**src/rtl/mem_arb_pkg.sv**
```systemverilog
// mem_arb_pkg: shared port indices, read type codes, FSM encoding and write-buffer layout
package mem_arb_pkg;
  localparam int ICACHE = 0;
  localparam int DCACHE = 1;
  localparam int UNCACHE = 2;
  localparam logic [2:0] RD_LINE = 3'b100;
  localparam logic [2:0] S_IDLE = 3'b001;
  localparam logic [2:0] S_RD_REQ = 3'b010;
  localparam logic [2:0] S_RD_RESP = 3'b100;
  typedef struct packed {
    logic [2:0] kind;
    logic [31:0] addr;
    logic [3:0] wstrb;
    logic [127:0] data;
  } wr_req_t;
endpackage

```
**src/rtl/rr_arbiter.sv**
```systemverilog
// rr_arbiter: combinational round-robin pick starting the search at ptr
module rr_arbiter #(
  parameter int N = 3
) (
  input  logic [N-1:0] req,
  input  logic [$clog2(N)-1:0] ptr,
  output logic [N-1:0] grant,
  output logic [$clog2(N)-1:0] idx,
  output logic any
);
  localparam int PW = $clog2(N);
  logic [PW-1:0] j;
  always_comb begin
    grant = '0;
    idx = '0;
    any = 1'b0;
    j = '0;
    for (int k = 0; k < N; k++) begin
      j = PW'((int'(ptr) + k) % N);
      if (req[j] && !any) begin
        grant[j] = 1'b1;
        idx = j;
        any = 1'b1;
      end
    end
  end
endmodule

```
**src/rtl/mem_req_arbiter.sv**
```systemverilog
// mem_req_arbiter: round-robin sharing of the bridge read port plus a single-entry write buffer;
// reads hitting the buffered write's line are held until the bridge reports that write done.
module mem_req_arbiter
  import mem_arb_pkg::*;
#(
  parameter int NREQ = 3,
  parameter int LINE_LSB = 4
) (
  input  logic aclk,
  input  logic areset,
  input  logic [NREQ-1:0] rq_rd_req,
  input  logic [3*NREQ-1:0] rq_rd_type,
  input  logic [32*NREQ-1:0] rq_rd_addr,
  output logic [NREQ-1:0] rq_rd_rdy,
  output logic [NREQ-1:0] rq_ret_valid,
  output logic [NREQ-1:0] rq_ret_last,
  output logic [31:0] rq_ret_data,
  input  logic wr_req,
  input  logic [2:0] wr_type,
  input  logic [31:0] wr_addr,
  input  logic [3:0] wr_wstrb,
  input  logic [127:0] wr_data,
  output logic wr_rdy,
  output logic mem_rd_req,
  output logic [2:0] mem_rd_type,
  output logic [31:0] mem_rd_addr,
  input  logic mem_rd_rdy,
  input  logic mem_ret_valid,
  input  logic mem_ret_last,
  input  logic [31:0] mem_ret_data,
  output logic mem_wr_req,
  output logic [2:0] mem_wr_type,
  output logic [31:0] mem_wr_addr,
  output logic [3:0] mem_wr_wstrb,
  output logic [127:0] mem_wr_data,
  input  logic mem_wr_rdy,
  input  logic mem_wr_done
);
  localparam int PW = $clog2(NREQ);
  logic [2:0] state;
  logic [PW-1:0] rr_ptr, owner, gnt_idx;
  logic [NREQ-1:0] own_oh, gnt, hazard, eligible;
  logic gnt_any;
  logic [31:0] rd_addr;
  logic [2:0] rd_type;
  logic [31:0] req_addr [NREQ];
  logic [2:0] req_type [NREQ];
  wr_req_t wbuf;
  logic wbuf_valid, issued;
  for (genvar i = 0; i < NREQ; i++) begin : g_port
    assign req_addr[i] = rq_rd_addr[32*i +: 32];
    assign req_type[i] = rq_rd_type[3*i +: 3];
    assign hazard[i] = wbuf_valid && req_addr[i][31:LINE_LSB] == wbuf.addr[31:LINE_LSB];
  end
  assign eligible = rq_rd_req & ~hazard;
  rr_arbiter #(.N(NREQ)) u_rr (
    .req(eligible),
    .ptr(rr_ptr),
    .grant(gnt),
    .idx(gnt_idx),
    .any(gnt_any)
  );
  // hazard is evaluated only at grant; a latched read proceeds regardless
  always_ff @(posedge aclk or posedge areset) begin
    if (areset) begin
      state <= S_IDLE;
      rr_ptr <= '0;
      owner <= '0;
      own_oh <= '0;
      rd_addr <= '0;
      rd_type <= '0;
    end else if (state == S_IDLE) begin
      if (gnt_any) begin
        owner <= gnt_idx;
        own_oh <= gnt;
        rd_addr <= req_addr[gnt_idx];
        rd_type <= req_type[gnt_idx];
        state <= S_RD_REQ;
      end
    end else if (state == S_RD_REQ) begin
      if (mem_rd_rdy) state <= S_RD_RESP;
    end else if (mem_ret_valid && mem_ret_last) begin
      rr_ptr <= owner == PW'(NREQ - 1) ? '0 : owner + 1'b1;
      state <= S_IDLE;
    end
  end
  always_ff @(posedge aclk or posedge areset) begin
    if (areset) begin
      wbuf <= '0;
      wbuf_valid <= 1'b0;
      issued <= 1'b0;
    end else if (wr_req && wr_rdy) begin
      wbuf <= {wr_type, wr_addr, wr_wstrb, wr_data};
      wbuf_valid <= 1'b1;
      issued <= 1'b0;
    end else begin
      if (mem_wr_req && mem_wr_rdy) issued <= 1'b1;
      if (mem_wr_done && issued) wbuf_valid <= 1'b0;
    end
  end
  assign rq_rd_rdy = state == S_RD_REQ && mem_rd_rdy ? own_oh : '0;
  assign rq_ret_valid = state == S_RD_RESP && mem_ret_valid ? own_oh : '0;
  assign rq_ret_last = state == S_RD_RESP && mem_ret_last ? own_oh : '0;
  assign rq_ret_data = state == S_RD_RESP ? mem_ret_data : '0;
  assign mem_rd_req = state == S_RD_REQ;
  assign mem_rd_type = rd_type;
  assign mem_rd_addr = rd_addr;
  assign wr_rdy = ~wbuf_valid;
  assign mem_wr_req = wbuf_valid & ~issued;
  assign mem_wr_type = wbuf.kind;
  assign mem_wr_addr = wbuf.addr;
  assign mem_wr_wstrb = wbuf.wstrb;
  assign mem_wr_data = wbuf.data;
endmodule

```
**config.mk**
```make
export PLATFORM = sky130hd
export DESIGN_NAME = mem_req_arbiter
export DESIGN_NICKNAME = d
export VERILOG_FILES = /design/src/rtl/mem_arb_pkg.sv /design/src/rtl/rr_arbiter.sv /design/src/rtl/mem_req_arbiter.sv
export SDC_FILE = /design/constraint.sdc
export NUM_CORES = 1
export LEC_CHECK = 0
export BUFFER_PORTS_ARGS = -buffer_cell sky130_fd_sc_hd__buf_2
export CORE_AREA = 2 2 219 221
export CTS_CLUSTER_DIAMETER = 120
export DETAILED_ROUTE_END_ITERATION = 16
export DIE_AREA = 0 0 221 223
export GPL_TIMING_DRIVEN = 0
export HOLD_SLACK_MARGIN = 0.08
export PLACE_DENSITY = 0.52
export SLEW_MARGIN = 20
export SYNTH_ARGS = -nofsm -noshare
export SYNTH_HDL_FRONTEND = slang
export SYNTH_SLANG_ARGS = --single-unit
```
**constraint.sdc**
```tcl
create_clock -name aclk -period 8 [get_ports aclk]
set_clock_uncertainty 0.05 [all_clocks]
set_input_delay 0.8 -clock aclk [delete_from_list [all_inputs] [get_ports aclk]]
set_output_delay 0.8 -clock aclk [all_outputs]
set_load 0.01 [all_outputs]
```
# Word-level counts from Yosys, hierarchy flattened
# Cells that the tools add are included.
word_totals:
  reg_bits: 214
classes:
  addsub: 3
  reduce_logical: 23
  eq_ne: 9
  mux: 41
  div_mod_pow: 3
  order_cmp: 7
  n_bitwise: 10
op_table:
  columns: ["op", "count"]
  rows:
  - ["two-way mux 32 bit", 3]
  - ["equality test 28 bit", 3]
  - ["binary-select mux 32 bit (select 2 bit)", 1]
  - ["modulo 32 x 3 -> 32 bit (second input constant)", 2]
  - ["two-way mux 3 bit", 13]
  - ["modulo 3 x 3 -> 32 bit (second input constant)", 1]
  - ["logical AND 1 bit", 15]
  - ["two-way mux 1 bit", 13]
  - ["less-than comparator 2 x 3 -> 1 bit (second input constant)", 3]
  - ["two-way mux 2 bit", 4]
  - ["binary-select mux 1 bit (select 2 bit)", 3]
  - ["binary-select mux 3 bit (select 2 bit)", 1]
  - ["demux 1 bit (select 2 bit)", 3]
  - ["greater-or-equal comparator 2 x 1 -> 1 bit (second input constant)", 3]
  - ["OR 3 bit", 2]
  - ["AND reduction 3 bit", 2]
  - ["NOT 1 bit", 4]
  - ["nonzero test 2 bit", 2]
  - ["adder 2 x 1 -> 3 bit (second input constant)", 1]
  - ["adder 2 x 2 -> 3 bit (second input constant)", 1]
  - ["bitwise AND 3 bit", 1]
  - ["equality test 3 x 1 -> 1 bit (second input constant)", 1]
  - ["equality test 3 x 2 -> 1 bit (second input constant)", 1]
  - ["equality test 3 bit (second input constant)", 1]
  - ["11 further kinds", 12]

# Depth between registers and ports, before layout
# Gate-level depths: netlist of run 1.
logic_depth:
  ltp_word: 17
  depth_mapped: 12
  mapped_depth_nobuf: 8

# Hierarchy
# A second synthesis of run 1 with hierarchy kept.
hier_totals:
  hier_cells: 842
  area_unflattened_um2: 10247.3
modules_own_cells:
  columns: ["mod", "area_each_um2", "n_inst", "cells_per_inst"]
  rows:
  - ["mem_req_arbiter", 9867.0, 1, 786]
  - ["rr_arbiter", 380.4, 1, 56]

# Worst setup path before layout of run 1
# No wires, ideal clock.
synth_path:
  path_type: "input to register"
  startpoint: "input rq_rd_addr[40]"
  endpoint: "register rd_addr[10], in the netlist mem_rd_addr[10]"
  setup_slack_ps: 4896
  path_buffers: 4
  stages: 12
  arrival_time_ps: 2920
  required_ps: 7815
  path_cell_list: "xor2_1 > nor4_1 > nand4_1 > o41ai_2 > buf_4 > o21ba_1 > buf_6 > and3_1 > buf_6 > buf_6 > a211oi_1 > o31ai_1"
synth_via:
  elab_chain_cells: 17
  elab_cells_between_ends: 25
synth_lines:
  columns: ["item", "line_no", "rtl"]
  rows:
  - ["start: declaration", "mem_req_arbiter.sv:13", "input logic [32*NREQ-1:0] rq_rd_addr,"]
  - ["equality test 28 bit (*)", "mem_req_arbiter.sv:53", "assign hazard[i] = wbuf_valid && req_addr[i][31:LINE_LSB] == wbuf.addr[31:LINE_LSB];"]
  - ["logical AND 1 bit (*)", "mem_req_arbiter.sv:53", null]
  - ["NOT 3 bit (*)", "mem_req_arbiter.sv:55", "assign eligible = rq_rd_req & ~hazard;"]
  - ["bitwise AND 3 bit (*)", "mem_req_arbiter.sv:55", null]
  - ["binary-select mux 1 bit (select 2 bit)", "rr_arbiter.sv:20", "if (req[j] && !any) begin"]
  - ["two-way mux 1 bit (implied by the code)", "rr_arbiter.sv:20", null]
  - ["two-way mux 1 bit", "rr_arbiter.sv:20", null]
  - ["zero test 1 bit", "rr_arbiter.sv:20", null]
  - ["logical AND 1 bit", "rr_arbiter.sv:20", null]
  - ["two-way mux 1 bit", "rr_arbiter.sv:20", null]
  - ["zero test 1 bit", "rr_arbiter.sv:20", null]
  - ["logical AND 1 bit", "rr_arbiter.sv:20", null]
  - ["two-way mux 2 bit", "rr_arbiter.sv:20", null]
  - ["NOT 2 -> 3 bit (implied by the code)", "mem_req_arbiter.sv:76", "rd_addr <= req_addr[gnt_idx];"]
  - ["binary-select mux 32 bit (select 2 bit)", "mem_req_arbiter.sv:76", null]
  - ["two-way mux 32 bit (implied by the code) (2 in series)", "mem_req_arbiter.sv:76", null]
  - ["end signal: assignment", "mem_req_arbiter.sv:76", null]
  - ["end: declaration", "mem_req_arbiter.sv:44", "logic [31:0] rd_addr;"]
# Every way passes the cells marked *; elsewhere a longest branch is shown, timed or not. The select of a mux whose other input is x is not followed.
# A chain may end at the register's enable or synchronous reset.

# Worst setup path after layout of run 1
layout_path:
  startpoint: "register wbuf (netlist bit mem_wr_addr[20])"
  endpoint: "register rd_addr[10], in the netlist mem_rd_addr[10]"
layout_via:
  elab_chain_cells: 17
  elab_cells_between_ends: 29
layout_lines:
  columns: ["item", "line_no", "rtl"]
  rows:
  - ["start: declaration", "mem_req_arbiter.sv:48", "wr_req_t wbuf;"]
  - ["start signal: assignment", "mem_req_arbiter.sv:93", "wbuf <= {wr_type, wr_addr, wr_wstrb, wr_data};"]
  - ["equality test 28 bit", "mem_req_arbiter.sv:53", null]
  - ["logical AND 1 bit", "mem_req_arbiter.sv:53", null]
  - ["NOT 3 bit (*)", "mem_req_arbiter.sv:55", null]
  - ["bitwise AND 3 bit (*)", "mem_req_arbiter.sv:55", null]
  - ["binary-select mux 1 bit (select 2 bit)", "rr_arbiter.sv:20", null]
  - ["two-way mux 1 bit (implied by the code)", "rr_arbiter.sv:20", null]
  - ["two-way mux 1 bit", "rr_arbiter.sv:20", null]
  - ["zero test 1 bit", "rr_arbiter.sv:20", null]
  - ["logical AND 1 bit", "rr_arbiter.sv:20", null]
  - ["two-way mux 1 bit", "rr_arbiter.sv:20", null]
  - ["zero test 1 bit", "rr_arbiter.sv:20", null]
  - ["logical AND 1 bit", "rr_arbiter.sv:20", null]
  - ["two-way mux 2 bit", "rr_arbiter.sv:20", null]
  - ["NOT 2 -> 3 bit (implied by the code)", "mem_req_arbiter.sv:76", null]
  - ["binary-select mux 32 bit (select 2 bit)", "mem_req_arbiter.sv:76", null]
  - ["two-way mux 32 bit (implied by the code) (2 in series)", "mem_req_arbiter.sv:76", null]
# Marked as above.

==> results of run 1 <==
==> state kept, by name (all words and copies together) (netlist names) <==
signal / flops
wbuf_valid: 1
mem_wr_addr: 32
mem_wr_data: 128
issued: 1
own_oh: 3
mem_rd_addr: 32
rr_ptr: 2
mem_rd_type: 3
state: 3
owner: 2
mem_wr_type: 3
mem_wr_wstrb: 4
==> cell usage after synthesis, drive strengths merged (16+ instances only) <==
| library cell | instances | share of area |
|---|---|---|
| clkbuf | 49 | 0.018 |
| xor2 | 75 | 0.063 |
| and2 | 36 | 0.021 |
| a31oi | 38 | 0.023 |
| dfrtp | 213 | 0.51 |
| nor2 | 45 | 0.016 |
| nor4 | 16 | 0.0095 |
| a211oi | 35 | 0.027 |
| mux2 | 169 | 0.18 |
| o21ai | 46 | 0.022 |
| o31ai | 36 | 0.026 |
| inv | 42 | 0.015 |
==> kinds of logic after synthesis <==
group,share of synthesized area
XOR/XNOR,0.0709
buffers and inverters,0.0419
AO/OA/AOI/OAI,0.117
multiplexers,0.181
flip-flops,0.510
adder cells (fa/ha/maj),0.00477
AND/OR/NAND/NOR,0.0741
==> how the worst max path moves through the flow <==
| stage | start | end | cells past startpoint |
|---|---|---|---|
| final | mem_wr_addr[20] | mem_rd_addr[10] | 9 |
| after global routing | mem_wr_addr[30] | mem_rd_addr[11] | 10 |
| after CTS | mem_wr_addr[20] | mem_rd_addr[10] | 9 |
| after detailed placement | rq_rd_addr[84] | mem_rd_addr[12] | 10 |
| after global placement | areset | mem_rd_addr[24] | 2 |
| after floorplan | areset | issued | 1 |
==> stage by stage <==
stage	util	cells	instance area, µm²	setup slack, ns	power (mW)
floorplan	-	898	10500	1.30	3.62
global placement	0.299	2073	14100	-1.48	4.93
detailed placement	0.300	2075	14100	3.47	4.97
CTS	0.318	2121	15000	3.86	6.19
global route	0.318	2128	15000	3.70	6.49
finish	0.318	2130	15000	3.90	6.10
==> metal layers <==
metal | up-vias | GRT usage | routed length, µm | part of all wire
met1 | 4797 | 0.208 | 17600 | 0.37
met2 | 529 | 0.334 | 24100 | 0.51
met3 | 78 | 0.0545 | 4300 | 0.090
met4 | 6 | 0.0704 | 1650 | 0.035
met5 | - | 0 | 35 | 0.00073
li1 | 4396 | - | - | -
==> worst max-delay path: stages (launching register included) <==
cell      delay [ns]
dfrtp_1         0.46
xor2_1          0.26
nor4_2          0.69
nand4_1         0.25
o21a_1          0.25
o21ai_1         0.67
clkbuf_1        0.64
a31oi_1         0.18
a211oi_1        0.33
o31ai_1         0.14
==> power by group through the flow <==
stage / sequential [mW] / clock [mW] / combinational [mW]
2_1_floorplan: 2.24 / 0 / 1.38
3_3_place_gp: 2.09 / 0 / 2.84
3_5_place_dp: 2.10 / 0 / 2.87
4_1_cts: 2.10 / 1.21 / 2.88
5_1_grt: 2.17 / 1.25 / 3.07
6_report: 2.09 / 1.17 / 2.84
==> area by class of cell <==
type                            count  area (µm²)  share of cell area
Antenna cell                        9        22.5             0.00150
Buffer                             62         283              0.0188
Clock buffer                       32         702              0.0468
Clock inverter                     14         135             0.00901
Inverter                           42         165              0.0110
Multi-Input combinational cell    580        4710               0.314
Sequential cell                   214        5360               0.357
Tap cell                          615         769              0.0513
Timing Repair Buffer              562        2860               0.190
==> summary.txt, run 1 <==
Worst setup path
  • CP Max Fanout: 10
  • Critical Path AT: 4.45 ns
  • Worst R2R Setup Slack: slightly below 4 ns
  • Reg2Reg Depth: 9
  • Required @ worst endpoint: 8.35 ns
  • Worst r2r src: mem_wr_addr[20]
  • CP startpoint kind: flop
  • CP Class: reg2reg
  • Crit end category: flop
  • Reg-to-reg endpoint: mem_rd_addr[10]

Pwr
  • Power share of the sequential group: 0.343
  • Comb pwr share: 0.465
  • Pwr per Cell Area: 407 nW/µm²
  • Switch Pwr: approximately 2.5 mW
  • Peak supply drop: approximately 0.23 mV
  • Int Pwr: 3.57 mW
  • Clk network pwr share: 0.192
  • Lkg Pwr: 7.22 nW
  • Net Sw Frac: 0.415

Clock network
  • Post-cts resize count: 0
  • # hold bufs at CTS: 0
  • Worst skew pair latency: roughly 0.55 ns
  • CTS sink count: ~210
  • Post-CTS Setup Bufs: 0
  • Clock-pin transition on the worst setup and hold timing paths: 0.06 ns
  • Clock tree from TritonCTS: yes
  • TritonCTS buffer count: 25
  • CTS H-tree depth: 1
  • CTS Buffer Depth: 3
  • CTS root buffer: clkbuf_16

Finish
  • Nets: 1,806
  • Share of layout cells above drive strength 1: 0.532
  • Most common cell after layout, fill and taps aside: buf_2
  • Most frequent cells in the layout: 567 x buf_2, 213 x dfrtp_1, 169 x mux2_2, 75 x xor2_1, 51 x clkbuf_1
  • Fillers: 4,939
  • P&R area growth vs syn: 42.9%

Timing
  • Setup TNS: 0 ns
  • Least-Margin Pin Slew: 0.838 ns
  • Tmin final: 4.10 ns
  • Final Hold Fails: 0
  • Worst slew margin: 0.438
  • Setup Viol. Count Final: 0
  • Final worst path period share: 0.513
  • Fmax achieved: 244 MHz
  • Unrepaired setup endpoints after global routing: no
  • Hold WS: 0.250 ns
  • Max-slew violations: 0

Detailed routing
  • Drt first-iter violations: 511
  • Routed Wire Length: 47,700 µm
  • Detailed-route DRC error count: 0
  • Pre-antenna DRT Iters: 4
  • DR WL/cell: 22.4 µm
  • Vias/cell: ~4.6
  • ANT nets after route: 0
  • Vias: 9,806

Synthesis
  • Sequential area share after synthesis: 0.510
  • Dominant synthesized flop cell: dfrtp_1
  • Post-Syn Area: 10,500 µm²
  • Post-synth EDFFs: 0
  • YS warnings: 0
  • Unique masters post-synth: a little under 50
  • Syn_area_per_cell: 11.7 µm²
  • Synth Instances: between 800 and 900
  • Synthesis-stage register bit count: 214
  • Post-synth ARST share: 1.00
  • Post-synth net total: between 1k and 1.5k

Run status
  • Status: finished, final reports clean

GRT
  • Global-route usage over all layers: 0.186
  • Antenna violations before repair: 17
  • Grt total ovfl: 0
  • First-pass GRT wire length: 68,300 µm
  • Largest net degree at the start of global routing: 85
  • Vias in the first global route: 10.2k

Floorplanning
  • Starting density of the core: 0.223
  • Area of the core: 47,100 µm²
  • Row count: 80
  • Die width: 221 µm
  • Die Y: 223 µm
  • I/O pins: 561
  • Die area: 49,300 µm²

Flow run
  • Max-Cap Viols: 0

Worst hold path
  • Worst min path class: in2async

Placement
  • IO buf count: between 500 and 600
  • Dpl hpwl: 39,400 µm
  • Placer Congestion: a little under 0.9
No activity file was read; power rests on OpenSTA's default activity.
==> run 2: changes to the inputs <==
==> constraint.sdc (replaced) <==
create_clock -name aclk -period 4.09 [get_ports aclk]
set_clock_uncertainty 0.05 [all_clocks]
set_input_delay 0.409 -clock aclk [delete_from_list [all_inputs] [get_ports aclk]]
set_output_delay 0.409 -clock aclk [all_outputs]
set_load 0.01 [all_outputs]
==> run 2 against run 1 <==
  * Register-to-register slack worse by 3.7 ns
  * Critical path depth stayed put
  * Count of clock-buffer cells in the layout up 1
  * Maximum frequency rose by 6.6%
  * Routed wire length rose by 9.0%
  * Cell count up 9.4%
  * Worst hold slack got worse by 0.14 ns
  * First-iteration DRC count decreased by 14%
  * Total power is 100% higher
  * Non-clock buffer count increased by 199
  * Sequential cell count unchanged
==> summary.txt, run 2 (synthesis results as in run 1) <==
Detailed routing
  • DR WL/cell: about 22 µm
  • Vias: ~11k
  • Drt first-iter violations: 437
  • ANT nets after route: 0
  • Pre-antenna DRT Iters: 5
  • Routed Wire Length: 52,000 µm
  • Vias/cell: 4.55
  • Detailed-route DRC error count: 0

Clock network
  • Worst skew pair latency: 0.58 ns
  • CTS H-tree depth: 1
  • CTS root buffer: clkbuf_16
  • TritonCTS buffer count: 26
  • Clock-pin transition on the worst setup and hold timing paths: 0.07 ns
  • CTS sink count: 214
  • Clock tree from TritonCTS: yes
  • CTS Buffer Depth: 3
  • Post-CTS Setup Bufs: 0

Finish
  • Post-route design area: 17,100 µm²
  • Finished Layout Cells: 2,331
  • Most frequent cells in the layout: 567 x buf_2, 213 x dfrtp_1, 194 x dlygate4sd3_1, 169 x mux2_2, 75 x xor2_1
  • Fillers: 4,679
  • Most common cell after layout, fill and taps aside: buf_2
  • Share of layout cells above drive strength 1: 0.475
  • Max reg flops: between 100 and 150
  • P&R area growth vs syn: 62.9%
  • Nets: 2,006

Worst setup path
  • CP startpoint kind: flop
  • Critical Path AT: 4.25 ns
  • CP Max Fanout: 10
  • CP Class: reg2reg
  • Reg-to-reg endpoint: mem_rd_addr[10]
  • Reg2Reg Depth: 9
  • Worst R2R Setup Slack: 0.24 ns
  • Required @ worst endpoint: 4.50 ns
  • Crit end category: flop
  • Worst r2r src: mem_wr_addr[20]

Floorplanning
  • Die area: 49,300 µm²
  • Area of the core: 47,100 µm²
  • I/O pins: 561
  • Die width: 221 µm
  • Die Y: 223 µm
  • Starting density of the core: 0.223
  • Row count: 80

Timing
  • Worst slew margin: 0.340
  • Fmax achieved: around 260 MHz
  • Unrepaired setup endpoints after global routing: no
  • Least-Margin Pin Slew: 0.991 ns
  • Final WS setup: 0.243 ns
  • Max-slew violations: 0
  • Setup Viol. Count Final: 0
  • Tmin final: 3.85 ns
  • Final Hold Fails: 0
  • Hold WS: 0.109 ns
  • Final worst path period share: 0.941

Pwr
  • Lkg Pwr: 8.10 nW
  • Pwr per Cell Area: around 730 nW/µm²
  • Peak supply drop: 0.395 mV
  • Total power: 12.4 mW

Placement
  • Dpl hpwl: approximately 42,000 µm
  • Placed insts: 2,080
  • Placed inst area: 14,200 µm²
  • Placer Congestion: 0.883
  • DP Worst Slack: -0.290 ns
  • IO buf count: 560

Worst hold path
  • WHS Endpoint: mem_rd_addr[12]
  • Hold path start: rq_rd_addr[76]
  • Worst min path class: in2reg
  • Worst Hold Path Cells: 3

GRT
  • Grt total ovfl: 0
  • Vias in the first global route: approximately 12k
  • Antenna violations before repair: 14
  • Largest net degree at the start of global routing: 35
  • First-pass GRT wire length: 75,700 µm
  • Global-route usage over all layers: 0.205

Flow run
  • Max-Cap Viols: 0

Run status
  • Status: finished, final reports clean
==> run 2: cell count changes in the layout (fill, tap and decap cells not counted) <==
cell,before,now
buf_12,0,6
buf_16,2,1
bufinv_16,2,3
clkbuf_1,51,49
clkbuf_16,25,26
clkbuf_2,0,3
clkbuf_8,5,4
clkinv_16,0,1
clkinv_2,7,6
clkinvlp_4,3,4
dlygate4sd3_1,0,194
inv_6,1,0
==> run 2: timing repair <==
item | 4_1_cts | 5_1_grt
endpoints found under the hold margin | 210 | 0
hold buffers | 194 | 0
gates resized for setup | 1 | 6
endpoints found under the setup margin | 28 | 28
==> run 2: layout make-up <==
type,instances,area (µm²),share of cell area
Buffer,62,287,0.0167
Clock inverter,15,193,0.0113
Clock buffer,33,717,0.0419
Antenna cell,9,22.5,0.00132
Tap cell,615,769,0.0450
Sequential cell,214,5360,0.313
Inverter,42,161,0.00943
Multi-Input combinational cell,580,4710,0.275
Timing Repair Buffer,761,4890,0.286
==> run 2: stage by stage <==
stage | utilization | setup TNS (ns)
3_5_place_dp | 0.302 | -5.48
2_1_floorplan | - | 0
6_report | 0.363 | 0
5_1_grt | 0.363 | 0
4_1_cts | 0.362 | 0
3_3_place_gp | 0.299 | -152.86
==> run 2: metal layers <==
layer  part of all wire  GRT usage  vias to the layer above
met5             0.0011          0                        -
met2               0.53      0.388                      516
met4              0.035     0.0734                        8
met3              0.076     0.0585                       83
met1               0.36      0.216                     5220
li1                   -          -                     4788
==> run 2: worst max-delay path: stages (launching register included) <==
cell	delay (ns)
dfrtp_1	0.45
xor2_1	0.28
nor4_2	0.59
nand4_1	0.22
o21a_1	0.26
o21ai_1	0.67
clkbuf_1	0.54
a31oi_1	0.16
a211oi_1	0.37
o31ai_1	0.13
==> run 2: where the power goes <==
group	total, mW	switching [mW]	internal [mW]
logic	5.85	3.26	2.60
clock network	2.47	1.02	1.44
registers	4.11	0.915	3.19
==> run 2: how the worst max path moves through the flow <==
stage                    startpoint              end  slack [ns]  depth (start not counted)
floorplan                    areset           issued        0.85                          1
global placement             areset  mem_rd_addr[17]       -0.74                          2
detailed placement   rq_rd_addr[84]  mem_rd_addr[21]       -0.29                         11
CTS                 mem_wr_addr[30]  mem_rd_addr[14]        0.01                         10
global route        mem_wr_addr[20]  mem_rd_addr[12]        0.02                          9
finish              mem_wr_addr[20]  mem_rd_addr[10]        0.24                          9
==> run 3: changes to the inputs <==
--- a/config.mk
+++ b/config.mk
@@ -6,13 +6,15 @@
 export NUM_CORES = 1
 export LEC_CHECK = 0
 export BUFFER_PORTS_ARGS = -buffer_cell sky130_fd_sc_hd__buf_2
-export CORE_AREA = 2 2 219 221
+export CELL_PAD_IN_SITES_DETAIL_PLACEMENT = 0
+export CELL_PAD_IN_SITES_GLOBAL_PLACEMENT = 1
+export CORE_AREA = 2 2 220 222
 export CTS_CLUSTER_DIAMETER = 120
 export DETAILED_ROUTE_END_ITERATION = 16
-export DIE_AREA = 0 0 221 223
+export DIE_AREA = 0 0 222 224
 export GPL_TIMING_DRIVEN = 0
 export HOLD_SLACK_MARGIN = 0.08
-export PLACE_DENSITY = 0.52
+export PLACE_DENSITY = 0.63
 export SLEW_MARGIN = 20
 export SYNTH_ARGS = -nofsm -noshare
 export SYNTH_HDL_FRONTEND = slang
==> run 3 against run 2 <==
  * Worst hold slack better by 0.0017 ns
  * Core utilization about the same
  * First-iteration DRC count up 0.69%
  * Maximum frequency up 0.35%
  * Via count down 0.86%
  * Routed wire length up 4.9%
  * Sequential share of layout area down 0.13 points
  * Highest routed layer unchanged
  * Die area up 0.90%
==> summary.txt, run 3 (synthesis results as in run 1) <==
Timing
  • Least-Margin Pin Slew: approximately 1.0 ns
  • Final worst path period share: 0.937
  • Final Hold Fails: 0
  • Final WS setup: 0.256 ns
  • Fmax achieved: 261 MHz
  • Setup Viol. Count Final: 0
  • Worst slew margin: 0.304
  • Max-slew violations: 0
  • Tmin final: 3.83 ns

Finish
  • Max reg flops: ~130
  • Finished Layout Cells: 2,328
  • Final core occ: 0.363
  • Most frequent cells in the layout: 567 x buf_2, 213 x dfrtp_1, 190 x dlygate4sd3_1, 169 x mux2_2, 75 x xor2_1
  • Nets: 2,004
  • Most common cell after layout, fill and taps aside: buf_2
  • P&R area growth vs syn: 63.6%
  • Share of layout cells above drive strength 1: 0.477

Placement
  • Placer Congestion: approximately 0.82
  • Dpl hpwl: roughly 43,000 µm
  • DP Worst Slack: -0.183 ns
  • Placed insts: about 2.1k
  • IO buf count: between 500 and 600

Pwr
  • Power share of the sequential group: 0.316
  • Pwr per Cell Area: 746 nW/µm²
  • Net Sw Frac: 0.412
  • Int Pwr: about 7.5 mW
  • Peak supply drop: 0.525 mV
  • Comb pwr share: 0.468
  • Switch Pwr: 5.28 mW
  • Clk network pwr share: 0.216
  • Lkg Pwr: 8.15 nW

Worst setup path
  • Worst R2R Setup Slack: 0.26 ns
  • Max incr delay on CP: 0.56 ns
  • Crit end category: flop
  • CP Class: reg2reg
  • Worst path slowest cell: nor4_1
  • CP Max Fanout: 10
  • Critical Path AT: ~4.2 ns
  • Required @ worst endpoint: 4.48 ns
  • Worst-path cell chain: xor2_1, nor4_1, nand4_1, o21ai_2, a2bb2oi_1, o211ai_1, clkbuf_1, nor2_1, mux2_2
  • CP startpoint kind: flop

Worst hold path
  • Worst min path class: in2reg

Clock network
  • TritonCTS buffer count: 28
  • CTS Buffer Depth: 3
  • Post-CTS Setup Bufs: 0
  • Clock-pin transition on the worst setup and hold timing paths: ~0.060 ns
  • Clock tree from TritonCTS: yes
  • CTS sink count: 214
  • Worst skew pair latency: around 0.57 ns
  • CTS H-tree depth: 1
  • CTS root buffer: clkbuf_16

Detailed routing
  • Vias: 10.5k
  • Vias/cell: 4.52
  • Routed Wire Length: 54,500 µm
  • Drt first-iter violations: 440
  • ANT nets after route: 0
  • Detailed-route DRC error count: 0
  • DR WL/cell: 23.4 µm
  • Pre-antenna DRT Iters: 5

Floorplanning
  • I/O pins: 561
  • Die width: around 220 µm
  • Row count: 80
  • Starting density of the core: 0.222
  • Die Y: ~220 µm
  • Area of the core: between 40,000 and 50,000 µm²
  • Die area: 49,700 µm²

GRT
  • Global-route usage over all layers: 0.214
  • Grt total ovfl: 0
  • Vias in the first global route: 11.4k
  • First-pass GRT wire length: ~77,000 µm
  • Largest net degree at the start of global routing: 34
  • Antenna violations before repair: 14

Run status
  • Status: finished, final reports clean

Flow run
  • Max-Cap Viols: 0
==> run 3: final timing paths <==
| kind | from | end | cells past startpoint |
|---|---|---|---|
| hold reg to reg | owner[0] | rr_ptr[0] | 1 |
| max in group asynchronous | areset | state[0] | 6 |
| min in group asynchronous | areset | mem_wr_data[62] | 3 |
| setup reg to reg | mem_wr_addr[20] | owner[0] | 9 |
| hold / removal | rq_rd_addr[86] | mem_rd_addr[22] | 3 |
| setup / recovery | mem_wr_addr[20] | owner[0] | 9 |
==> run 3: per-stage QoR <==
| stage | cell area (µm²) | hold WS [ns] | total power [mW] | setup TNS, ns |
|---|---|---|---|---|
| floorplan | 10500 | 0.390 | 7.08 | 0 |
| global placement | 14100 | 0.420 | 9.88 | -161.54 |
| detailed placement | 14200 | 0.408 | 9.96 | -3.17 |
| CTS | 17200 | 0.0803 | 13.0 | 0 |
| global route | 17200 | 0.110 | 13.6 | -0.0130 |
| finish | 17200 | 0.111 | 12.8 | 0 |
==> run 3: power by group through the flow <==
stage / clock network (mW) / logic, mW / registers [mW]
6_report: 2.77 / 6.00 / 4.05
5_1_grt: 2.92 / 6.47 / 4.20
4_1_cts: 2.86 / 6.11 / 4.05
3_5_place_dp: 0 / 5.91 / 4.05
3_3_place_gp: 0 / 5.87 / 4.01
2_1_floorplan: 0 / 2.70 / 4.38
==> run 3: timing repair <==
action,4_1_cts,5_1_grt
hold buffers,190,0
endpoints found under the hold margin,202,0
pin swaps,0,1
resized for setup,4,1
endpoints found under the setup margin,28,11
gates cloned,0,0
==> run 3: worst max-delay path: cells and delay by family, from the launching register on <==
kind / cells / cell delay [ns]
DFF: 1 / 0.47
buffers and inverters: 1 / 0.47
AOI/OAI and AO/OA: 3 / 1.15
muxes: 1 / 0.30
and+or+nand+nor: 3 / 1.04
xor gates and xnor gates: 1 / 0.24
==> run 3: final cells by class <==
| type | instances | area (µm²) |
|---|---|---|
| Inverter | 42 | 161 |
| Timing Repair Buffer | 757 | 4840 |
| Antenna cell | 6 | 15.0 |
| Tap cell | 615 | 769 |
| Buffer | 62 | 288 |
| Clock buffer | 37 | 796 |
| Sequential cell | 214 | 5360 |
| Clock inverter | 15 | 239 |
| Multi-Input combinational cell | 580 | 4710 |
| Fill cell | 4822 | 30200 |
==> run 3: per-layer routing <==
layer	track usage	wire, µm	up-vias
li1	-	-	4786
met5	0	76	-
met1	0.219	19200	5139
met4	0.0750	1870	12
met3	0.0652	4300	98
met2	0.409	29100	489
